==> src/rtl/serial_config_rx.sv <==
`default_nettype none
// ============================================================================
//  Module   : serial_config_rx
//  Purpose  : Receives a 104-bit serial configuration frame on sck/sda and
//             commits it into thirteen 8-bit registers when scapt rises.
//             All serial inputs are asynchronous and are synchronised.
//  Revision : 1.0  initial release
// ============================================================================
module serial_config_rx #(
   parameter int          SYNC_STAGES = 2,
   parameter logic [7:0]  RESET_VAL   = 8'h00
) (
   input  logic       sysclk,
   input  logic       rst,
   input  logic       sck,
   input  logic       sda,
   input  logic       scapt,
   input  logic       reset,
   output logic [7:0] myReg1,
   output logic [7:0] myReg2,
   output logic [7:0] myReg3,
   output logic [7:0] myReg4,
   output logic [7:0] myReg5,
   output logic [7:0] myReg6,
   output logic [7:0] myReg7,
   output logic [7:0] myReg8,
   output logic [7:0] myReg9,
   output logic [7:0] myReg10,
   output logic [7:0] myReg11,
   output logic [7:0] myReg12,
   output logic [7:0] myReg13,
   output logic       cfg_valid,
   output logic       frame_err,
   output logic [6:0] bit_cnt
);

   localparam int         FRAME_BITS = 104;
   localparam int         NUM_REGS   = 13;
   localparam logic [6:0] CNT_MAX    = 7'd127;
   localparam logic [6:0] CNT_FULL   = 7'd104;

   typedef enum logic [1:0] {
      ST_IDLE  = 2'd0,
      ST_SHIFT = 2'd1,
      ST_FULL  = 2'd2,
      ST_OVER  = 2'd3
   } state_t;

   // Channel order inside the synchroniser bank: 0=sck 1=sda 2=scapt 3=reset
   logic [3:0]             raw_in;
   logic [SYNC_STAGES-1:0] sync_chain [4];
   logic [3:0]             sync_lvl;
   logic [3:0]             edge_q;

   logic                   sck_rise;
   logic                   scapt_rise;
   logic                   sda_s;
   logic                   cfg_rst;

   logic [FRAME_BITS-1:0]  shift_q;
   logic [FRAME_BITS-1:0]  shift_next;
   logic [6:0]             cnt_next;
   state_t                 state;
   state_t                 state_next;
   logic [7:0]             cfg_reg [NUM_REGS];

   assign raw_in = {reset, scapt, sda, sck};

   always_comb begin
      for (int i = 0; i < 4; i++) begin
         sync_lvl[i] = sync_chain[i][SYNC_STAGES-1];
      end
   end

   // Synchroniser chains plus one edge-detect flop per serial input
   always_ff @(posedge sysclk) begin
      if (!rst) begin
         for (int i = 0; i < 4; i++) begin
            sync_chain[i] <= '0;
            edge_q[i]     <= 1'b0;
         end
      end else begin
         for (int i = 0; i < 4; i++) begin
            sync_chain[i] <= {sync_chain[i][SYNC_STAGES-2:0], raw_in[i]};
            edge_q[i]     <= sync_lvl[i];
         end
      end
   end

   // sda and the config reset are taken after the edge flop; sda was set up
   // long before sck rises so the extra cycle costs nothing.
   assign sck_rise   = sync_lvl[0] & ~edge_q[0];
   assign scapt_rise = sync_lvl[2] & ~edge_q[2];
   assign sda_s      = edge_q[1];
   assign cfg_rst    = edge_q[3];

   function automatic state_t state_of(input logic [6:0] c);
      if (c == 7'd0)          return ST_IDLE;
      else if (c < CNT_FULL)  return ST_SHIFT;
      else if (c == CNT_FULL) return ST_FULL;
      else                    return ST_OVER;
   endfunction

   // Post-shift view, so a capture in the same cycle sees the new count
   always_comb begin
      shift_next = shift_q;
      cnt_next   = bit_cnt;
      state_next = state;
      if (sck_rise) begin
         shift_next = {shift_q[FRAME_BITS-2:0], sda_s};
         cnt_next   = (bit_cnt == CNT_MAX) ? CNT_MAX : bit_cnt + 7'd1;
         state_next = state_of(cnt_next);
      end
   end

   // Frame state machine: shifting, capture/commit and configuration reset
   always_ff @(posedge sysclk) begin
      if (!rst) begin
         for (int k = 0; k < NUM_REGS; k++) cfg_reg[k] <= RESET_VAL;
         shift_q   <= '0;
         bit_cnt   <= '0;
         cfg_valid <= 1'b0;
         frame_err <= 1'b0;
         state     <= ST_IDLE;
      end else if (cfg_rst) begin
         for (int k = 0; k < NUM_REGS; k++) cfg_reg[k] <= RESET_VAL;
         shift_q   <= '0;
         bit_cnt   <= '0;
         cfg_valid <= 1'b0;
         frame_err <= 1'b0;
         state     <= ST_IDLE;
      end else begin
         cfg_valid <= 1'b0;
         shift_q   <= shift_next;
         if (scapt_rise) begin
            if (state_next == ST_FULL) begin
               for (int k = 0; k < NUM_REGS; k++) begin
                  cfg_reg[k] <= shift_next[FRAME_BITS-1-8*k -: 8];
               end
               cfg_valid <= 1'b1;
               frame_err <= 1'b0;
            end else begin
               frame_err <= 1'b1;
            end
            bit_cnt <= '0;
            state   <= ST_IDLE;
         end else begin
            bit_cnt <= cnt_next;
            state   <= state_next;
         end
      end
   end

   assign myReg1  = cfg_reg[0];
   assign myReg2  = cfg_reg[1];
   assign myReg3  = cfg_reg[2];
   assign myReg4  = cfg_reg[3];
   assign myReg5  = cfg_reg[4];
   assign myReg6  = cfg_reg[5];
   assign myReg7  = cfg_reg[6];
   assign myReg8  = cfg_reg[7];
   assign myReg9  = cfg_reg[8];
   assign myReg10 = cfg_reg[9];
   assign myReg11 = cfg_reg[10];
   assign myReg12 = cfg_reg[11];
   assign myReg13 = cfg_reg[12];

endmodule
`default_nettype wire

==> config.mk <==
export PLATFORM = sky130hd
export DESIGN_NAME = serial_config_rx
export DESIGN_NICKNAME = d
export VERILOG_FILES = /design/src/rtl/serial_config_rx.sv
export SDC_FILE = /design/constraint.sdc
export NUM_CORES = 1
export LEC_CHECK = 0
export BUFFER_PORTS_ARGS = -buffer_cell sky130_fd_sc_hd__buf_2
export CORE_UTILIZATION = 30
export CTS_CLUSTER_SIZE = 25
export DETAILED_ROUTE_END_ITERATION = 12
export GPL_TIMING_DRIVEN = 0
export MAX_ROUTING_LAYER = met4
export PLACE_DENSITY_LB_ADDON = 0.15
export SYNTH_ARGS = -nofsm -noshare
export SYNTH_HDL_FRONTEND = slang
export SYNTH_SLANG_ARGS = --single-unit
==> constraint.sdc <==
create_clock -name sysclk -period 5.95 [get_ports sysclk]
set_clock_uncertainty 0.2 [all_clocks]
set_input_delay 0.2975 -clock sysclk [delete_from_list [all_inputs] [get_ports sysclk]]
set_output_delay 0.2975 -clock sysclk [all_outputs]
set_load 0.1 [all_outputs]
# After elaboration in Yosys (flattened, before gate mapping)
# Memories as Yosys holds them, arrays and structs flattened.
# Cells that the tools add are included.
[word_totals]
mem_bits_ro = 0
out_inout_bits = 113
wordCells = 98
inputBits = 6
mem_count = 2
ramBits = 112
latchBits = 0
register_bits = 119
[memory_table]
columns = ["memory", "depth", "width", "rd", "rd_clocked_by_memory_dff", "wr", "line_no", "rtl"]
rows = [
  ["cfg_reg", 13, 8, 13, 0, 13, "65", "logic [7:0] cfg_reg [NUM_REGS];"],
  ["sync_chain", 4, 2, 4, 0, 4, "51", "logic [SYNC_STAGES-1:0] sync_chain [4];"],
]
[classes]
multipliers = 0
eq_ne = 3
bitwise_logic = 35
n_lt_le_gt_ge = 1
n_reduce_logical = 3
shifts = 0
muxes = 47
n_div = 0
addsub = 1
[ops]
columns = ["operator", "count"]
rows = [
  ["$mux W8", 26],
  ["$mux W104", 1],
  ["$or A1 B1 Y1", 30],
  ["$eq A7 B7 Y1 const B", 2],
  ["$mux W2", 7],
  ["$mux W1", 12],
  ["$add A7 B1 Y7 const B", 1],
  ["$logic_not A7 Y1", 1],
  ["$lt A7 B7 Y1 const B", 1],
  ["$mux W7", 1],
  ["$not A1 Y1", 3],
  ["$reduce_or A3 Y1", 1],
  ["$and A1 B1 Y1", 2],
  ["$eq A2 B2 Y1 const B", 1],
  ["$reduce_or A2 Y1", 1],
]

# Logic depth before layout (Yosys ltp)
# Gate-level depths: netlist (run 1).
[logic_depth]
word_depth = 14
depth_mapped = 11
depth_no_buf = 7

# Least setup slack after synthesis (run 1)
# Ideal clock, no wire load.
[synth_path]
kind = "register to register"
start = "reg bit_cnt[0]"
end = "mem cfg_reg[1][2], in the netlist cfg_reg[0][10], enable pin"
t_arrival_ns = 3.698
n_path_buf = 2
stages_incl_launch_ff = 10
setup_slack_ns = 1.637
path_cell_list = "dfxtp_1 ha_1 buf_2 nor2_1 o21bai_1 a311oi_1 o221a_1 buf_6 o21ai_0 nand2_1"
[synth_lines]
columns = ["element", "line_no", "rtl"]
rows = [
  ["start: declaration", "34", "output logic [6:0] bit_cnt"],
  ["start signal: assignment", "148", "bit_cnt <= cnt_next;"],
  ["end: declaration", "65", ""],
]

==> impl_metrics.toml, run 1 <==
[status]
outcome = "finished clean"

[timing]
worst_pin_slew_ns = 1.08
setup_viol = 0
drv_slew = 0
fin_crit_sh_pct = 60.0
whs_ns = 0.224
fin_tns_setup_ns = 0
hold_viol = 0
fmax_mhz = 280
rsz0062_at_grt = "no"
relSlewSlack_pct = 27.7
fin_crit_ns = 3.57

[placed_design]
gp_congestion = 0.732
io_buffer_count = 118
dp_hpwl_um = 12300

[critical_path]
crit_type = "reg2reg"
crit_fanout = 24
reg2regPathDepth = 9
critPathRequiredTime_ns = 5.87
arrival_ns = 3.50
start_kind = "flip-flop"
critPathCaptureType = "flip-flop"
crit_start = "bit_cnt[0]$_SDFFE_PP0P_"
r2r_start = "bit_cnt[0]$_SDFFE_PP0P_"

[yosys]
synth_area_leaders = "edfxtp_1 (34%), dfxtp_1 (31%), nand2_1 (9.7%)"
synthCells = 807
yosysSeqAreaShare_pct = 65.0
synth_commonest_cells = "nand2_1 (222), dfxtp_1 (135), a21oi_1 (108)"
synth_ff_type = "dfxtp_1"
yosysMostFrequentCell = "nand2_1"
syn-cell-area_mm2 = 0.00860
synth.distinct_cells = 38
synth_edf_count = 96
async_flop_share_pct = 0
yosys.area.top_type = "edfxtp_1"
yosys_warnings = 0
syn_avg_cell_area_um2 = 10.7
synth_top_area_share_pct = 33.5
ys_seq_elements = 231
syn_nets = 814

[pwr]
comb_power_share_pct = 8.5
p_int_uw = 2790
irDropWorstVdd_mv = 0.236
power_per_cell_area_mw_per_mm2 = 350
clkPwrFrac_pct = 46.0
p_seq_share_pct = 45.4
switching_share_pct = 25.0
switchingPower_uw = 931
leakagePower_uw = 0.00398

[drt]
viasPerCell = 4.27
dr.pass1.iters = 5
wire_per_inst_um = 13.9
drt_iter0_markers = 382
ant_nets = 0
vias = 5783
drc = 0
wl_um = 18800

[die]
num_io_pins = 119
core_area_mm2 = 0.0280
start_util_pct = 30.7
fp.dieW_um = 171
die_h_um = 171
dieArea_mm2 = 0.0293
num_rows = 61

[worst_hold_path]
hold_start = "sync_chain[2][0]$_SDFF_PN0_"
worstHoldPathCells = 1
hold_class = "reg2reg"

[clocking]
htreeDepth = 1
cts.path.max_buffers = 3
clk_pin_slew_ns = 0.06
post-cts-setup-buffers = 0
cts.sink_count = 231
root_buffer = "clkbuf_16"
numCtsBuffers = 26
cts_resized = 0
cts_tree = "done"
worstSkewPairLatency_ns = 0.52

[layout]
drive_gt1_share_pct = 23.4
nets = 965
syn2layout_area_growth_pct = 23.8
diodes = 0

[grt]
grt_pass1_vias = 5538
track_usage_pct = 13.3
antenna_found_initial = 0
grt_max_degree = 57
grt_overflow_total = 0
grt_pass1_wl_um = 29600

[flow_run]
drv_cap = 0
through the flow:
step | power, uW | setup WS, ns | utilization (%) | area (um2) | std cells
final | 3720 | 2.38 | 38.0 | 10600 | 1355
after global routing | 3850 | 2.03 | 38.0 | 10600 | 1355
after CTS | 3780 | 2.35 | 38.0 | 10600 | 1355
after detailed placement | 2040 | 2.39 | 34.5 | 9670 | 1303
after global placement | 2040 | 1.27 | 34.5 | 9660 | 1303
after floorplan | 1990 | 1.64 | - | 8600 | 807
power by group through the flow:
stage / logic (uW) / clock network, uW / registers [uW]
3_3_place_gp: 318 / 0 / 1730
4_1_cts: 320 / 1770 / 1690
2_1_floorplan: 46.8 / 0 / 1940
3_5_place_dp: 318 / 0 / 1720
5_1_grt: 331 / 1820 / 1690
6_report: 317 / 1710 / 1690
repair_timing:
item / CTS / global route
endpoints found under the setup margin: 0 / 0
hold buffers: 5 / 0
hold endpoints to repair: 6 / 0
worst paths after layout:
check / end / slack [ns]
min reg2reg: sync_chain[2][1]$_SDFF_PN0_ / 0.22
min: sync_chain[2][1]$_SDFF_PN0_ / 0.22
max reg2reg: cfg_reg[0][100]$_SDFFCE_PN0P_ / 2.38
max: cfg_reg[0][100]$_SDFFCE_PN0P_ / 2.38
routing by layer:
metal / up-vias / part of all wire [%] / track usage (%)
li1: 2990 / - / -
met3: 23 / 4.4 / 2.81
met1: 2661 / 49 / 17.7
met5: - / 0 / -
met4: 0 / 2.1 / 3.30
met2: 109 / 45 / 20.6
worst max-delay path: stages, from the launching register on:
cell      delay (ns)
dfxtp_1         0.49
ha_1            0.19
buf_2           0.18
nor2_1          0.07
o21bai_1        0.16
a311oi_1        0.37
o221a_1         0.26
buf_6           0.14
o21ai_0         0.23
nand2_1         0.87
logic make-up after synthesis:
kind of cell | share of synthesized area, %
fa+ha+maj | 0.146
buf+inv | 3.80
mux | 0.116
simple gates | 21.6
compound gates | 9.21
flops | 65.0
xor+xnor | 0.102
area by class of cell:
| cell class | count | area [um2] |
|---|---|---|
| Timing Repair Buffer | 123 | 641 |
| Inverter | 1 | 3.75 |
| Clock buffer | 32 | 724 |
| Tap cell | 378 | 473 |
| Clock inverter | 15 | 200 |
| Multi-Input combinational cell | 517 | 2690 |
| Sequential cell | 231 | 5590 |
| Fill cell | 2820 | 17400 |
| Buffer | 58 | 323 |
cells in the final DEF, fill, tap and decap left out, types with 9 or more instances in the layout:
master     netlist  final
dfxtp_1        135    135
a21oi_1        108    108
o211ai_1         9      9
clkbuf_1        37     39
and2_1          61     61
and2_4          50     50
nand2_1        222    221
edfxtp_1        96     96
o21ai_0         10     10
buf_2            3    121
clkbuf_16        0     27
nor2_1          14     14
(Power assumes the default switching activity.)
==> run 2: changes to the inputs <==
- clock period: 5.95 -> 3.6 ns (I/O delays scaled with it)
==> run 2 against run 1 <==
  * Sequential power grew 65%
  * Sequential share of layout area grew 0.14 points
  * Clock power is 57% higher
  * Final area down 0.22%
  * Total power is 61% higher
  * First-iteration DRC count fell by 25%
  * Largest power group is now registers
  * Highest routed layer unchanged
==> impl_metrics.toml, run 2 (synthesized netlist as in run 1, its figures left out) <==
[layout]
drive_gt1_share_pct = 23.5
syn2layout_area_growth_pct = 23.5
diodes = 0
nets = 967
fin_util_pct = 37.9
final_common_cell = "nand2_1"
layout.cells.most_common_list = "nand2_1 (220), dfxtp_1 (133), buf_2 (121)"

[timing]
fin_crit_sh_pct = 91.9
drv_slew = 0
relSlewSlack_pct = 46.7
fmax_mhz = 302
worst_pin_slew_ns = 0.800
whs_ns = 0.201
setup_viol = 0
fin_crit_ns = 3.31
hold_viol = 0
rsz0062_at_grt = "no"
fin_tns_setup_ns = 0

[critical_path]
crit_start = "sync_chain[0][1]$_SDFF_PN0_"
arrival_ns = 3.26
crit_fanout = 56
critPathCaptureType = "flip-flop"
r2r_start = "sync_chain[0][1]$_SDFF_PN0_"
rrSetupSlack_ns = 0.29
reg2regPathDepth = 7
timing.rr.end = "cfg_reg[0][32]$_SDFFCE_PN0P_"
start_kind = "flip-flop"
crit_type = "reg2reg"
crit_path_end = "cfg_reg[0][32]$_SDFFCE_PN0P_"
critPathRequiredTime_ns = 3.55

[clocking]
worstSkewPairLatency_ns = 0.52
root_buffer = "clkbuf_16"
cts_tree = "done"
cts.sink_count = 231
numCtsBuffers = 26
clk_pin_slew_ns = 0.06
cts.path.max_buffers = 3
htreeDepth = 1

[pwr]
switchingPower_uw = 1530
leakagePower_uw = 0.00396
power_uw = 6000
clkPwrFrac_pct = 44.7
comb_power_share_pct = 8.8
p_int_uw = 4470
p_seq_share_pct = 46.6
irDropWorstVdd_mv = 0.307
power_per_cell_area_mw_per_mm2 = 565
switching_share_pct = 25.6

[grt]
grt_pass1_wl_um = 29900
grt_max_degree = 57
grt_pass1_vias = 5623
grt_overflow_total = 0
antenna_found_initial = 0
track_usage_pct = 13.5

[drt]
dr.pass1.iters = 4
drt_iter0_markers = 288
ant_nets = 0
vias = 5873
wl_um = 19000
drc = 0
viasPerCell = 4.33
wire_per_inst_um = 14.0

[flow_run]
drv_cap = 0

[die]
fp.dieW_um = 171
start_util_pct = 30.7
num_rows = 61
num_io_pins = 119
core_area_mm2 = 0.0280
die_h_um = 171
dieArea_mm2 = 0.0293

[placed_design]
dp_hpwl_um = 12400
gp_congestion = 0.731
io_buffer_count = 118

[worst_hold_path]
hold_class = "in2reg"

[status]
outcome = "finished clean"
==> run 2: routing by layer <==
metal | global-route usage [%] | part of all wire, % | vias up
li1 | - | - | 2994
met3 | 2.90 | 5.3 | 29
met5 | - | 0 | -
met2 | 21.0 | 45 | 119
met1 | 17.6 | 48 | 2731
met4 | 3.69 | 1.8 | 0
==> run 2: how the worst min path moves through the flow <==
stage	start	end	slack, ns	depth (start not counted)
2_1_floorplan	rst	sync_chain[2][1]$_SDFF_PN0_	0.10	1
3_3_place_gp	reset	sync_chain[3][0]$_SDFF_PN0_	0.19	2
3_5_place_dp	scapt	sync_chain[2][0]$_SDFF_PN0_	0.19	2
4_1_cts	reset	sync_chain[3][0]$_SDFF_PN0_	0.18	3
5_1_grt	reset	sync_chain[3][0]$_SDFF_PN0_	0.19	3
6_report	scapt	sync_chain[2][0]$_SDFF_PN0_	0.20	3
==> run 2: area by class of cell <==
cell class | count | area, um2
Fill cell | 2839 | 17400
Sequential cell | 231 | 5590
Multi-Input combinational cell | 517 | 2690
Clock buffer | 39 | 781
Timing Repair Buffer | 125 | 661
Tap cell | 378 | 473
Buffer | 58 | 323
Clock inverter | 8 | 95.1
Inverter | 1 | 3.75
==> run 2: metrics by stage <==
step,area (um2),setup WS (ns),instances
global route,10600,0.0418,1357
detailed placement,9670,0.0552,1303
CTS,10600,0.0448,1357
global placement,9670,0.0839,1303
floorplan,8610,0.0514,807
finish,10600,0.290,1357
==> run 2: critical path, cell delays in order (launching register included) <==
cell	delay, ns
dfxtp_1	0.34
nor2b_1	0.18
clkbuf_1	0.60
a41o_1	0.29
o221a_1	0.21
buf_6	0.14
o21ai_0	0.27
nand2_4	0.69
==> run 2: what timing repair did <==
item                                    4_1_cts  5_1_grt
buffers inserted                              0        0
resized for setup                             0        1
hold buffers                                  7        0
endpoints found under the hold margin         9        0
endpoints found under the setup margin        0       24
==> run 2: power by group through the flow <==
stage	combinational (uW)	clock [uW]	sequential [uW]
2_1_floorplan	78.0	0	3200
3_3_place_gp	525	0	2850
3_5_place_dp	525	0	2850
4_1_cts	531	2760	2800
5_1_grt	548	2880	2800
6_report	525	2680	2790
